## src/rtl/pc_fetch_ctrl.sv

```systemverilog
// pc_fetch_ctrl: single-outstanding instruction fetch controller.
// Issues one fetch at a time to instruction memory, holds the returned
// word for decode, and follows taken-jump redirects from execute. A
// redirect that arrives while a fetch is in flight marks that fetch as
// stale (kill) and remembers the new target (pend_pc) so the in-flight
// handshake completes undisturbed before refetching.
module pc_fetch_ctrl #(
  parameter logic [31:0] RESET_PC = 32'h0000_0000
) (
  input  logic        clk,
  input  logic        rst,
  // instruction memory request channel
  output logic        imem_req_valid,
  input  logic        imem_req_ready,
  output logic [31:0] imem_addr,
  // instruction memory response channel
  input  logic        imem_rsp_valid,
  input  logic [31:0] imem_rsp_data,
  // decode side
  output logic        inst_valid,
  output logic [31:0] inst,
  output logic [31:0] inst_pc,
  input  logic        inst_ready,
  // redirect from execute
  input  logic        redirect_valid,
  input  logic [2:0]  redirect_src,
  input  logic [31:0] redirect_pc,
  input  logic [31:0] redirect_imm
);

  typedef enum logic [1:0] {
    S_IDLE = 2'd0,
    S_REQ  = 2'd1,
    S_WAIT = 2'd2,
    S_HOLD = 2'd3
  } state_t;

  localparam logic [2:0] NPC_J_OFFSET = 3'b001;

  state_t      state_q, state_d;
  logic [31:0] pc_q, pc_d;
  logic        kill_q, kill_d;
  logic [31:0] pend_pc_q, pend_pc_d;
  logic [31:0] inst_q, inst_d;
  logic [31:0] inst_pc_q, inst_pc_d;
  logic        req_valid_q, req_valid_d;
  logic        inst_valid_q, inst_valid_d;

  logic        redirect_eff;
  logic [31:0] redirect_target;
  logic [31:0] pc_plus4;

  // Only a jump-offset redirect changes the fetch stream; targets wrap mod 2^32.
  assign redirect_eff    = redirect_valid && (redirect_src == NPC_J_OFFSET);
  assign redirect_target = redirect_pc + redirect_imm;
  assign pc_plus4        = pc_q + 32'd4;

  // Next-state logic: state transitions plus registered output values.
  always_comb begin
    state_d      = state_q;
    pc_d         = pc_q;
    kill_d       = kill_q;
    pend_pc_d    = pend_pc_q;
    inst_d       = inst_q;
    inst_pc_d    = inst_pc_q;
    req_valid_d  = req_valid_q;
    inst_valid_d = inst_valid_q;

    case (state_q)
      S_IDLE: begin
        state_d     = S_REQ;
        req_valid_d = 1'b1;
        if (redirect_eff) begin
          pc_d = redirect_target;
        end
      end

      S_REQ: begin
        // A redirect here cannot retract the presented address; it is
        // remembered and applied once the stale response comes back.
        if (redirect_eff) begin
          kill_d    = 1'b1;
          pend_pc_d = redirect_target;
        end
        if (imem_req_ready) begin
          state_d     = S_WAIT;
          req_valid_d = 1'b0;
        end
      end

      S_WAIT: begin
        if (imem_rsp_valid) begin
          if (redirect_eff) begin
            pc_d        = redirect_target;
            kill_d      = 1'b0;
            state_d     = S_REQ;
            req_valid_d = 1'b1;
          end else if (kill_q) begin
            pc_d        = pend_pc_q;
            kill_d      = 1'b0;
            state_d     = S_REQ;
            req_valid_d = 1'b1;
          end else begin
            inst_d       = imem_rsp_data;
            inst_pc_d    = pc_q;
            state_d      = S_HOLD;
            inst_valid_d = 1'b1;
          end
        end else if (redirect_eff) begin
          kill_d    = 1'b1;
          pend_pc_d = redirect_target;
        end
      end

      S_HOLD: begin
        // Redirect outranks consumption: the held word is on a dead path.
        if (redirect_eff) begin
          pc_d         = redirect_target;
          state_d      = S_REQ;
          req_valid_d  = 1'b1;
          inst_valid_d = 1'b0;
        end else if (inst_ready) begin
          pc_d         = pc_plus4;
          state_d      = S_REQ;
          req_valid_d  = 1'b1;
          inst_valid_d = 1'b0;
        end
      end

      default: begin
        state_d      = S_IDLE;
        req_valid_d  = 1'b0;
        inst_valid_d = 1'b0;
      end
    endcase
  end

  // State and output registers with asynchronous reset.
  always_ff @(posedge clk or posedge rst) begin
    if (rst) begin
      state_q      <= S_IDLE;
      pc_q         <= RESET_PC;
      kill_q       <= 1'b0;
      pend_pc_q    <= 32'h0;
      inst_q       <= 32'h0;
      inst_pc_q    <= 32'h0;
      req_valid_q  <= 1'b0;
      inst_valid_q <= 1'b0;
    end else begin
      state_q      <= state_d;
      pc_q         <= pc_d;
      kill_q       <= kill_d;
      pend_pc_q    <= pend_pc_d;
      inst_q       <= inst_d;
      inst_pc_q    <= inst_pc_d;
      req_valid_q  <= req_valid_d;
      inst_valid_q <= inst_valid_d;
    end
  end

  // pc only changes outside REQ, so the address is stable while presented.
  assign imem_req_valid = req_valid_q;
  assign imem_addr      = pc_q;
  assign inst_valid     = inst_valid_q;
  assign inst           = inst_q;
  assign inst_pc        = inst_pc_q;

endmodule

```

## config.mk

```make
export PLATFORM = sky130hd
export DESIGN_NAME = pc_fetch_ctrl
export DESIGN_NICKNAME = d
export VERILOG_FILES = /design/src/rtl/pc_fetch_ctrl.sv
export SDC_FILE = /design/constraint.sdc
export NUM_CORES = 1
export LEC_CHECK = 0
export ABC_CLOCK_PERIOD_IN_PS = 6100
export CAP_MARGIN = 10
export CORE_ASPECT_RATIO = 1.2
export CORE_MARGIN = 3
export CORE_UTILIZATION = 50
export DETAILED_ROUTE_END_ITERATION = 10
export PLACE_DENSITY = 0.82
export RECOVER_POWER = 25
export SETUP_SLACK_MARGIN = 0.4
export SLEW_MARGIN = 10
export SYNTH_ARGS = -nofsm -noshare
export SYNTH_HDL_FRONTEND = slang
export SYNTH_SLANG_ARGS = --single-unit
```

## constraint.sdc

```tcl
create_clock -name clk -period 6.1 [get_ports clk]
set_clock_uncertainty 0.15 [all_clocks]
set_input_delay 0.915 -clock clk [delete_from_list [all_inputs] [get_ports clk]]
set_output_delay 0.915 -clock clk [all_outputs]
set_load 0.1 [all_outputs]
```

Word-level counts from Yosys, hierarchy flattened
Index checks and enable logic that the tools add are counted.

word-level totals
  register bits = 133
  bits in latches = 0
  RAM bits = 0
  bits in read-only memories = 0
  input port bits = 105
  output and inout port bits = 98
  word-level logic and storage cells = 68
  memories = 0

operators by class
  $add $sub $neg = 2
  multiply operators = 0
  divide/modulo/power cells = 0
  $lt $le $gt $ge = 0
  equal/unequal tests = 12
  shifts and indexed selects = 0
  mux-type cells = 33
  bitwise operators = 2
  reductions and logical operators = 11

operator list
  kind                                           count
  2-to-1 mux 32 bit                              8
  case mux 32 bit (3 select lines)               1
  case mux 32 bit (2 select lines)               1
  adder 32 x 3 -> 32 bit, second input constant  1
  adder 32 bit                                   1
  2-to-1 mux 1 bit                               13
  2-to-1 mux 2 bit                               6
  inequality test 2 bit, second input constant   6
  AND reduction 5 bit                            2
  case mux 2 bit (4 select lines)                1
  AND reduction 4 bit                            2
  inequality test 3 bit, second input constant   2
  == test 2 bit, second input constant           2
  case mux 1 bit (2 select lines)                2
  case mux 1 bit (4 select lines)                1
  nonzero test 2 bit                             2
  == test 3 x 1 -> 1 bit, second input constant  1
  AND reduction 3 bit                            1
  nonzero test 3 bit                             1
  == test 2 x 1 -> 1 bit, second input constant  1
  zero test 2 bit                                1
  inverter 1 bit                                 2
  AND reduction 2 bit                            1
  logical AND 1 bit                              1

Longest topological paths before layout
  word-level depth = 5
  gate-level depth with buffers = 10
  gate-level depth less buffers = 10

Least setup slack after synthesis
OpenSTA, ideal clock, no wires.

  path kind = input to register
  start = input port redirect_pc[0]
  end = register pend_pc_q[24]
  library setup time = 0.125 ns
  arrival = 3.044 ns
  required time = 5.825 ns
  slack = 2.781 ns
  cell stages on the path = 10
  buffers on the path = 0
  cells stage by stage = ha_1 fa_1 a21oi_1 o211ai_1 and3b_1 a221oi_2 o21ai_2 o221ai_2 xnor2_1 mux2_2

between the ends
  word-level cells in the longest chain between the ends = 4

RTL lines
  item                                RTL line  RTL
  from (decl)                         27        input logic [31:0] redirect_pc,
  adder 32 bit *                      55        assign redirect_target = redirect_pc + redirect_imm;
  2-to-1 mux 32 bit *                 81, 109
  2-to-1 mux 32 bit                   92        if (imem_rsp_valid) begin
  case mux 32 bit (2 select lines) *  69        case (state_q)
  to (signal assigned)                153       pend_pc_q <= pend_pc_d;
  to (decl)                           43        logic [31:0] pend_pc_q, pend_pc_d;

Every way passes the cells marked *; elsewhere a longest branch is shown, timed or not. The select of a mux whose other input is x is not followed.
A chain may end at the register's enable or synchronous reset.

==> flow_summary.ini <==
[status]
status = finished, violations left
failed_checks = max-capacitance violations, max-slew violations

[critical_path]
critPathSlowestCell = sky130_fd_sc_hd__clkinvlp_2
crit_path_cell_trace = dlygate4sd3_1, clkinvlp_2, clkbuf_2
path_delay_family = buffers and inverters
timing.critical_path.from_type = input port
worst_ep_arrival_time_ns = 4.75
endpoint_kind = asynchronous set/reset pin
crit_required_ns = 6.28
critical_path.max_stage_delay_ns = 2.03
critPathMaxFanout = 84
cp.buffers_inverters = 3
critical_path_class = in2async

[sta]
final-hold-violation-count = 0
fmax_mhz = 219
setup_viol = 0
total_negative_slack_ns = 0
slew_viol_final = 136
rsz0062_at_grt = no
timing.slew.headroom_pct = -142
finalCriticalPeriod_ns = 4.57
finalCritPeriodShare_pct = 74.8
slew_of_the_pin_with_the_lowest_slew_margin_ns = 3.61

[logic_synthesis]
synth-main-ff-cell = sky130_fd_sc_hd__dfrtp_1
postSynthRegisterBits = 133
yosysWarningCount = 0
asyncSetResetFlopFracSynth_pct = 100
mappedNetlistNets = 940
synth_largest_type_area_fraction_pct = 42.5
ys_types = 73
synth_edf_count = 0
synth.cell_area_um2 = 7830
avgSynthCellArea_um2 = 9.82
yosysSeqAreaShare_pct = 42.5
synthTopCellsByArea = sky130_fd_sc_hd__dfrtp_1, sky130_fd_sc_hd__mux2_2, sky130_fd_sc_hd__ha_1, sky130_fd_sc_hd__nand2_1, sky130_fd_sc_hd__o21ai_0
syn-instance-count = 797
synth_area_leader_cell = sky130_fd_sc_hd__dfrtp_1

[global_route]
grt_overflow_total = 0
antenna_violations_before_repair = 0
first_pass_grt_wire_length_um = 34900
grt_max_degree = 85
grt_pass1_vias = 6949
global_routing_usage_summed_across_all_routing_layers_pct = 25.1

[finish]
area_growth_pct = 36.0
finish.instance_area_um2 = 10600
finalNonFillerCells = 1207
nNetsFinal = 1134
final_layout_size_suffix_gt1_share_pct = 13.5
insertedDiodeCount = 0
fin_util_pct = 70.3
fillerInstances = 1176

[die]
core_region_area_um2 = 15100
placement_rows = 49
die_h_um = 143
die_width_um = 120
die_footprint_um2 = 17200
ios = 203
floorplan.initialDensity_pct = 51.7

[route]
finalWirelength_um = 21500
routedWlPerCell_um = 17.8
detail_route.vias_per_cell = 5.85
dr.first_iter.drc_count = 576
detail_route.first_pass.iterations = 7
detail_route.drc_violations = 0
dr_total_vias = 7058
antenna_violating_nets_post_route = 0

[placed_design]
gp_congestion = 0.877
dpl-instance-area_um2 = 10000
placement.io_buffers = 202
placedCellCount = 1176
dp.final_hpwl_um = 16000

[clocking]
cts_root_buf = sky130_fd_sc_hd__clkbuf_16
tritoncts.num_buffers = 17
cts_max_level = 4
post-cts-setup-buffer-count = 0
cts_tree = done
clk_latency_ns = 0.42
cts_hold_buf = 0
worst_setup_hold_path_clk_slew_ns = 0.06
cts_num_sinks = 133
ctsResizeCount = 0
number_of_buffers_on_the_longest_clock_path = 2

[worst_hold_path]
worst_hold_path_type = reg2reg

[flow_run]
maxCapViolations = 2
logic make-up after synthesis:
| family | Yosys count | synth area share [%] |
|---|---|---|
| AOI/OAI and AO/OA | 227 | 18.9 |
| and+or+nand+nor | 227 | 13.8 |
| DFF | 133 | 42.5 |
| muxes | 79 | 11.3 |
| buffers and inverters | 51 | 2.64 |
| xor gates and xnor gates | 42 | 4.70 |
| adders and majority gates | 38 | 6.17 |
per-stage QoR:
step / setup WS [ns] / hold slack [ns]
final: 1.53 / 0.332
after floorplan: 1.48 / 0.300
after detailed placement: 1.68 / 0.321
after global routing: 0.884 / 0.364
after global placement: 1.78 / 0.310
after CTS: 2.09 / 0.335
sequential cells by signal, indices dropped and copies added (netlist names):
name / cells
imem_req_valid: 1
inst: 32
pend_pc_q: 32
state_q: 2
kill_q: 1
imem_addr: 32
inst_pc: 32
inst_valid: 1
routing by layer:
metal	track usage, %	vias to the layer above	share of wire, %
met1	31.7	3355	41
met3	6.02	48	7.6
li1	-	3328	-
met5	0	-	0
met4	8.29	0	2.4
met2	42.5	327	49
synth_stat cells, drive strengths merged, types with 6 or more instances:
cell and number:
dfrtp 133, nand2 88, mux2 77, o21ai 70, a21oi 59, nor2 53, ha 37, clkbuf 28
xnor2 26, nand3 23, nor3 17, inv 16, xor2 16, a221oi 11, a31oi 11, and3 11
a21o 10, nand4 8, buf 7, o221ai 7, a22oi 6, o21bai 6
worst min-delay path: stages, from the launching register on:
cell and delay, ns:
sky130_fd_sc_hd__dfrtp_1 0.34, sky130_fd_sc_hd__nand2_1 0.05, sky130_fd_sc_hd__o21ai_0 0.06
layout make-up:
cell class,count,area (um2),area share (%)
Clock buffer,19,453,4.25
Inverter,16,61.3,0.576
Clock inverter,12,179,1.68
Tap cell,204,255,2.40
Multi-Input combinational cell,613,4300,40.4
Sequential cell,133,3330,31.3
Timing Repair Buffer,210,2070,19.5
worst paths after layout:
path | start | end | slack (ns) | cells after the start
setup / recovery | rst | inst[11]$_DFFE_PP0P_ | 1.53 | 3
setup reg to reg | state_q[0]$_DFFE_PP0P_ | pend_pc_q[15]$_DFFE_PP0P_ | 2.60 | 6
max in group clk | redirect_valid | imem_addr[18]$_DFFE_PP0P_ | 2.00 | 9
hold reg to reg | pend_pc_q[8]$_DFFE_PP0P_ | pend_pc_q[8]$_DFFE_PP0P_ | 0.33 | 2
min in group asynchronous | rst | inst_pc[4]$_DFFE_PP0P_ | 1.88 | 2
hold / removal | pend_pc_q[8]$_DFFE_PP0P_ | pend_pc_q[8]$_DFFE_PP0P_ | 0.33 | 2
layout by cell type (no fill, tap or decap), types with 3 or more instances in the layout:
| cell | instances |
|---|---|
| sky130_fd_sc_hd__o221ai_1 | 6 |
| sky130_fd_sc_hd__o21bai_1 | 6 |
| sky130_fd_sc_hd__clkbuf_16 | 17 |
| sky130_fd_sc_hd__o22ai_1 | 3 |
| sky130_fd_sc_hd__nand3b_1 | 3 |
| sky130_fd_sc_hd__and3_1 | 11 |
| sky130_fd_sc_hd__a211oi_1 | 3 |
| sky130_fd_sc_hd__nand3_1 | 22 |
| sky130_fd_sc_hd__xnor2_1 | 26 |
| sky130_fd_sc_hd__and2_1 | 5 |
| sky130_fd_sc_hd__o21a_1 | 5 |
| sky130_fd_sc_hd__a32oi_1 | 3 |
| sky130_fd_sc_hd__a21oi_1 | 58 |
| sky130_fd_sc_hd__nand2_1 | 86 |
| sky130_fd_sc_hd__a21o_1 | 10 |
| sky130_fd_sc_hd__nand4_1 | 8 |
| sky130_fd_sc_hd__a22oi_1 | 6 |
| sky130_fd_sc_hd__xor2_1 | 16 |
| sky130_fd_sc_hd__a31oi_1 | 11 |
| sky130_fd_sc_hd__o211ai_1 | 5 |
| sky130_fd_sc_hd__clkinvlp_4 | 6 |
| sky130_fd_sc_hd__buf_4 | 5 |
| sky130_fd_sc_hd__o21ai_0 | 60 |
| sky130_fd_sc_hd__nor2b_1 | 4 |
| sky130_fd_sc_hd__mux2_2 | 76 |
| sky130_fd_sc_hd__dfrtp_1 | 133 |
| sky130_fd_sc_hd__nor2_1 | 52 |
| sky130_fd_sc_hd__or3_1 | 4 |
| sky130_fd_sc_hd__clkdlybuf4s50_1 | 200 |
| sky130_fd_sc_hd__a221oi_1 | 10 |
| sky130_fd_sc_hd__inv_1 | 15 |
| sky130_fd_sc_hd__bufinv_16 | 4 |
| sky130_fd_sc_hd__ha_1 | 37 |
| sky130_fd_sc_hd__o21ai_1 | 9 |
| sky130_fd_sc_hd__nor3_1 | 15 |
Power is left out: the tool's default activity adds up to more than one toggle a clock period on the data nets, which glitch-free logic cannot reach.
